$ cat src/rtl/instruction_memory_sync.sv
// Synchronous instruction memory for the fetch stage.
// Words are written in order through a sequential load port. Fetches use a
// valid/ready request channel and come back one cycle later through a
// response register that honours backpressure. A misaligned or out-of-range
// fetch returns a NOP word with the error flag set.
module instruction_memory_sync #(
    parameter int                    MEM_SIZE   = 16,
    parameter int                    ADDR_WIDTH = 64,
    parameter int                    DATA_WIDTH = 32,
    parameter logic [DATA_WIDTH-1:0] ERR_INSTR  = 32'h0000_0013
) (
    input  logic                  clk,
    input  logic                  reset,
    input  logic                  load_en,
    input  logic [DATA_WIDTH-1:0] load_data,
    output logic                  load_full,
    input  logic                  req_valid,
    output logic                  req_ready,
    input  logic [ADDR_WIDTH-1:0] adr,
    output logic                  resp_valid,
    input  logic                  resp_ready,
    output logic [DATA_WIDTH-1:0] Instruction,
    output logic                  resp_err
);

    // The pointer needs one extra bit so that "all words loaded" is representable.
    localparam int PTR_W = $clog2(MEM_SIZE) + 1;
    localparam int IDX_W = (MEM_SIZE > 1) ? $clog2(MEM_SIZE) : 1;

    // True when the byte address cannot be served: low bits set, or the word
    // index (full address width, upper bits included) lies beyond the array.
    function automatic logic fetch_error(input logic [ADDR_WIDTH-1:0] a);
        logic misaligned;
        logic out_of_range;
        misaligned   = (a[1:0] != 2'b00);
        out_of_range = ({2'b00, a[ADDR_WIDTH-1:2]} >= ADDR_WIDTH'(MEM_SIZE));
        return misaligned | out_of_range;
    endfunction

    logic [DATA_WIDTH-1:0] mem_r [MEM_SIZE];
    logic [PTR_W-1:0]      load_ptr_r;
    logic                  resp_valid_r;
    logic                  resp_err_r;
    logic [DATA_WIDTH-1:0] instr_r;

    logic                  load_full_s;
    logic                  load_write_s;
    logic                  req_ready_s;
    logic                  accept_s;
    logic                  fetch_err_s;
    logic [IDX_W-1:0]      rd_idx_s;
    logic [DATA_WIDTH-1:0] rd_word_s;

    // Handshake decode: loading blocks fetching, and a full response register
    // only frees up when the consumer takes its contents this cycle.
    always_comb begin
        load_full_s  = (load_ptr_r == PTR_W'(MEM_SIZE));
        load_write_s = load_en & ~load_full_s & ~reset;
        req_ready_s  = ~load_en & (~resp_valid_r | resp_ready);
        accept_s     = req_valid & req_ready_s;
        fetch_err_s  = fetch_error(adr);
        rd_idx_s     = adr[IDX_W+1:2];
        if (fetch_err_s) begin
            rd_word_s = ERR_INSTR;
        end else begin
            rd_word_s = mem_r[rd_idx_s];
        end
    end

    // Storage array: written only by the load port, never cleared by reset.
    always_ff @(posedge clk) begin
        if (load_write_s) begin
            mem_r[load_ptr_r[IDX_W-1:0]] <= load_data;
        end else begin
            mem_r[load_ptr_r[IDX_W-1:0]] <= mem_r[load_ptr_r[IDX_W-1:0]];
        end
    end

    // Load pointer: advances once per accepted load and saturates at MEM_SIZE.
    always_ff @(posedge clk) begin
        if (reset) begin
            load_ptr_r <= {PTR_W{1'b0}};
        end else if (load_write_s) begin
            load_ptr_r <= load_ptr_r + PTR_W'(1);
        end else begin
            load_ptr_r <= load_ptr_r;
        end
    end

    // Response register: fills on accept, drains when taken, holds under backpressure.
    always_ff @(posedge clk) begin
        if (reset) begin
            resp_valid_r <= 1'b0;
            resp_err_r   <= 1'b0;
            instr_r      <= {DATA_WIDTH{1'b0}};
        end else if (accept_s) begin
            resp_valid_r <= 1'b1;
            resp_err_r   <= fetch_err_s;
            instr_r      <= rd_word_s;
        end else if (resp_ready) begin
            resp_valid_r <= 1'b0;
            resp_err_r   <= resp_err_r;
            instr_r      <= instr_r;
        end else begin
            resp_valid_r <= resp_valid_r;
            resp_err_r   <= resp_err_r;
            instr_r      <= instr_r;
        end
    end

    assign load_full   = load_full_s;
    assign req_ready   = req_ready_s;
    assign resp_valid  = resp_valid_r;
    assign resp_err    = resp_err_r;
    assign Instruction = instr_r;

endmodule

$ cat config.mk
export PLATFORM = sky130hd
export DESIGN_NAME = instruction_memory_sync
export DESIGN_NICKNAME = d
export VERILOG_FILES = /design/src/rtl/instruction_memory_sync.sv
export SDC_FILE = /design/constraint.sdc
export NUM_CORES = 1
export LEC_CHECK = 0
export CAP_MARGIN = 20
export CORE_MARGIN = 10
export CORE_UTILIZATION = 39
export DETAILED_ROUTE_END_ITERATION = 8
export PLACE_DENSITY_LB_ADDON = 0.25
export SETUP_SLACK_MARGIN = 0.05
export SLEW_MARGIN = 0
export SYNTH_ARGS = -nofsm -noshare
export SYNTH_HDL_FRONTEND = slang
export SYNTH_SLANG_ARGS = --single-unit
$ cat constraint.sdc
create_clock -name clk -period 11.2 [get_ports clk]
set_input_delay 2.24 -clock clk [delete_from_list [all_inputs] [get_ports clk]]
set_output_delay 2.24 -clock clk [all_outputs]
set_load 0.01 [all_outputs]
== Word level (Yosys, flattened, before mapping) ==
Memory sizes are Yosys's and may differ from the RTL's.
Index checks and enable logic that the tools add are counted.
Storage, ports and cells
  logic and storage cells: 30
  memories: 1
  output and inout port bits: 36
  memory bits (read-only): 0
  input bits: 101
  bits in latches: 0
  memory bits (writable): 512
  bits in registers: 39
Memories
  mem_r: words 16, width 32, read ports 1, clocked after Yosys merged registers in 0, wr ports 1, RTL line 40  | logic [DATA_WIDTH-1:0] mem_r [MEM_SIZE];
Operators by class
  div/mod/pow operators: 0
  add/subtract/negate cells: 1
  bitwise operators: 11
  magnitude comparators: 1
  multiplexer cells: 7
  shift operators: 0
  multipliers: 0
  reductions and logical operators: 3
  equality and inequality tests: 2
Operators with widths (count)
  $mux 32: 2
  $ge 62x5->1 const B: 1
  $add 5x1->5 const B: 1
  $eq 5x5->1 const B: 1
  $mux 1: 5
  $and 1x1->1: 4
  $not 1->1: 4
  $reduce_bool 2->1: 2
  $or 1x1->1: 3
  $reduce_and 2->1: 1
  $ne 0x0->1: 1

== Depth between registers and ports, before layout ==
  depth after elaboration: 7
  gate-level depth with buffers: 7
  gate-level depth less buffers: 7

== Worst setup path after synthesis ==
OpenSTA, ideal clock, no wires.
  path kind: input to register
  from: in load_en
  to: mem mem_r[0][0] (enable)
  library setup time: 0.461 ns
  setup slack: 5.846 ns
  path buffers: 0
  arrival: 4.893 ns
  required time: 10.739 ns
  stages on the path: 4
  cell sequence: o31ai_1 -> nor2_1 -> nand2_1 -> nor3_1
On the way
  word-level cells in the longest chain between the ends: 5
  elaborated cells between the ends (all ways): 7
  classes of those cells: 3 x mux; 3 x bitwise; 1 x reduce/logical
RTL lines
  start: declaration: RTL line 14  | input logic load_en,
  $and 1x1->1 * (2 in a row): RTL line 58  | load_write_s = load_en & ~load_full_s & ~reset;
  $mux 1 (on tied branches): RTL line 72, 75
  $mux 1 (not written as such) / $reduce_and 2->1 (equally long branches)
  $or 1x1->1 (no line) *
  end: declaration: RTL line 40
Mark *: on every way between the ends. The rest lies on a longest branch, timed or not.

== Worst setup path after layout ==
  from: in resp_ready
  to: out req_ready
On the way
  word-level cells in the longest chain between the ends: 2
RTL lines
  start: declaration: RTL line 21  | input logic resp_ready,
  $or 1x1->1: RTL line 59  | req_ready_s = ~load_en & (~resp_valid_r | resp_ready);
  $and 1x1->1: RTL line 59
  end: declaration: RTL line 18  | output logic req_ready,
Every way passes these cells.

==> summary.md <==
| Metric | Value |
|---|---|
| Port-buffer cells | `136` |
| Status | `finished clean` |
| WL final | `47.1 mm` |
| Setup repair bufs after CTS | `0` |
| Setup crit end kind | `output port` |
| Top cells by area, synth | `edfxtp_1, mux4_2, dfxtp_1` |
| Period minus WS final | `5950 ps` |
| Netlist Area Pre-Place | `slightly above 0.02 sq mm` |
| Final period utilization | `53.1%` |
| Initial Util | `39.4%` |
| Fin area | `0.0247 sq mm` |
| CTS root buf | `clkbuf_16` |
| Finished Core Util | `between 40% and 50%` |
| Crit path to | `req_ready` |
| Layout cell share with drive strength beyond 1 | `21.5%` |
| R2R depth | `8` |
| CTS Buf Count | `56` |
| # clock sinks | `551` |
| Hold_buf cts | `0` |
| Post-synth top area share | `74.1%` |
| Final #Nets | `1223` |
| Peak Freq | `~170 MHz` |
| H-tree depth | `2` |
| Worst min path class | `flop to flop` |
| Total Negative Setup Slacks | `0 ps` |
| Slew @ Worst Pin | `approximately 1000 ps` |
| Critical path peak fanout | `3` |
| Worst-skew pair later-pin latency | `~600 ps` |
| Yosys warning count | `0` |
| Slowest-stage cell, CP | `clkdlybuf4s50_1` |
| WL per Instance | `25.5 um` |
| Routed vias | `between 9000 and 10000` |
| CTS max path bufs | `3` |
| Peak VDD IR | `0.000118 V` |
| Overflow left after global routing | `0` |
| Pwr Density | `170 mW/mm^2` |
| MaxCap Viol Count | `0` |
| Post-Syn Area per Cell | `~22 sq um` |
| Post-cts resize count | `0` |
| R2R Setup Slk | `8450 ps` |
| Sequential area share after synthesis | `77.9%` |
| Mapped Cells | `~950` |
| CP Launch Point | `resp_ready` |
| Ant. Diodes | `0` |
| Die area | `0.0628 sq mm` |
| Reg-to-reg critical path startpoint | `load_ptr_r[0]` |
| Synth async-reset ratio | `0%` |
| CP most frequent cell | `clkdlybuf4s50_1` |
| Yosys cell types | `32` |
| GRT Overall Usage | `14.9%` |
| Cell taking the most area after synthesis | `edfxtp_1` |
| Crit path largest cell delay | `610 ps` |
| RSZ-0062 raised after global routing | `false` |
| Initial drt markers | `764` |
| Post-DRT Antenna Nets | `0` |
| # setup viols final | `0` |
| #FFs+latches synth | `551` |
| Hpwl dp | `24.6 mm` |
| Main flop type after synthesis | `edfxtp_1` |
| CP startpoint kind | `primary input` |
| Initial antenna violation count | `3` |
| Hold Vio Cnt, Final | `0` |
| Required time of the worst setup path | `8960 ps` |
| Pin count of the biggest net entering global routing | `52` |
| Vias in the first global route | `approximately 11000` |
| First-pass GRT wire length | `70.5 mm` |
| Crit-path cells | `clkdlybuf4s50_1, nand2b_1, nor2b_1, clkdlybuf4s50_1` |
| Final Max Tran Viols | `0` |
| GP Congestion | `slightly above 0.7` |
| Standard-cell rows | `84` |
| Die extent in y | `251 um` |
| Reg clk slew, reported paths | `about 60 ps` |
| Core area | `0.0527 sq mm` |
| DRT Pass-1 Iters | `4` |
| Worst clock skew | `8.72 ps` |
| TritonCTS clock tree | `built` |
| Vias per inst | `between 5 and 6` |
| Leakage | `7.77 nW` |
| Critical path type | `primary input to output port` |
| Die width | `~250 um` |
| Remaining DRCs | `0` |
| WP data arrival | `3710 ps` |
| Area overhead of the layout relative to synthesis | `19.0%` |
| Reg2reg end | `mem_r[7][17]` |
| Dpl cell area | `between 0.02 and 0.025 sq mm` |
| Syn_nets | `1053` |
| Slew HR | `30.3%` |
| Io pins | `between 100 and 150` |
| Post-synth EDFFs | `between 500 and 600` |
==> worst min-delay path by stage <==
| stage | startpoint | end | slack, ps | cells past startpoint |
|---|---|---|---|---|
| 2_1_floorplan | load_ptr_r[4] | load_ptr_r[4] | 480 | 2 |
| 3_3_place_gp | Instruction[10] | Instruction[10] | 460 | 1 |
| 3_5_place_dp | Instruction[30] | Instruction[30] | 470 | 1 |
| 4_1_cts | Instruction[8] | Instruction[8] | 480 | 1 |
| 5_1_grt | Instruction[13] | Instruction[13] | 500 | 1 |
| 6_report | Instruction[3] | Instruction[3] | 480 | 1 |
==> layer usage <==
metal | share of wire [%] | wire length (um) | global-route usage [%]
met5 | 0.11 | 52 | 0
met4 | 1.7 | 811 | 3.48
met3 | 5.3 | 2480 | 3.41
met2 | 51 | 24000 | 25.4
met1 | 42 | 19800 | 19.0
==> cells in the mapped netlist (2+ instances only) <==
master    count
nor4_1       15
buf_6        14
nor2b_1       3
clkbuf_1     23
o21a_1        3
a21oi_1       5
inv_1         7
nand2b_1      3
nand2_1      39
dfxtp_1      39
xor2_1        2
edfxtp_1    512
nand4_1       5
nor3_1        5
a22oi_1      64
buf_1         8
buf_2         5
mux4_2      128
buf_4         2
ha_1          4
xnor2_1       2
nor2_1       22
a22o_1       29
==> sequential cells by signal, summed over array words and instances, names as in the netlist <==
name and count:
resp_err 1, mem_r 512, resp_valid 1, load_ptr_r 5
Instruction 32
==> worst max-delay path: cells and delay by family <==
family | cells | cell delay, ps
buffers and inverters | 2 | 1060
and+or+nand+nor | 2 | 410
==> area by class of cell <==
class	instances	area (sq um)
Clock buffer	78	1550
Clock inverter	21	138
Fill cell	4329	28000
Inverter	7	26.3
Multi-Input combinational cell	338	4390
Sequential cell	551	16200
Tap cell	688	861
Timing Repair Buffer	164	1570
==> power breakdown <==
part | internal [mW] | total (mW) | switching [mW]
clock | 0.997 | 1.73 | 0.736
combinational | 0.0933 | 0.202 | 0.109
sequential | 2.26 | 2.27 | 0.00433
total | 3.35 | 4.20 | 0.849
==> logic make-up after synthesis <==
family	after synthesis	share of synthesized area [%]
flops	551	77.9
buf+inv	59	1.64
compound gates	103	3.85
simple gates	98	2.25
xor+xnor	4	0.169
mux	129	13.9
fa+ha+maj	4	0.241
==> through the flow <==
stage | hold slack (ps) | power [mW] | setup slack, ps | cells
3_3_place_gp | 461 | 2.51 | 5220 | 1748
6_report | 478 | 4.20 | 5250 | 1847
3_5_place_dp | 468 | 2.52 | 5240 | 1748
5_1_grt | 496 | 4.35 | 5170 | 1847
2_1_floorplan | 479 | 2.42 | 5850 | 948
4_1_cts | 482 | 4.25 | 5240 | 1847
==> layout by cell type, fill, tap and decap left out, drive strengths merged, types with 16 or more instances in the layout <==
cell             n
dfxtp           39
nor2            22
a22oi           64
edfxtp         512
a22o            29
nand2           39
mux4           128
clkinv          19
clkbuf          79
clkdlybuf4s50  134
buf             29
nor4            16
(Power assumes the default switching activity.)
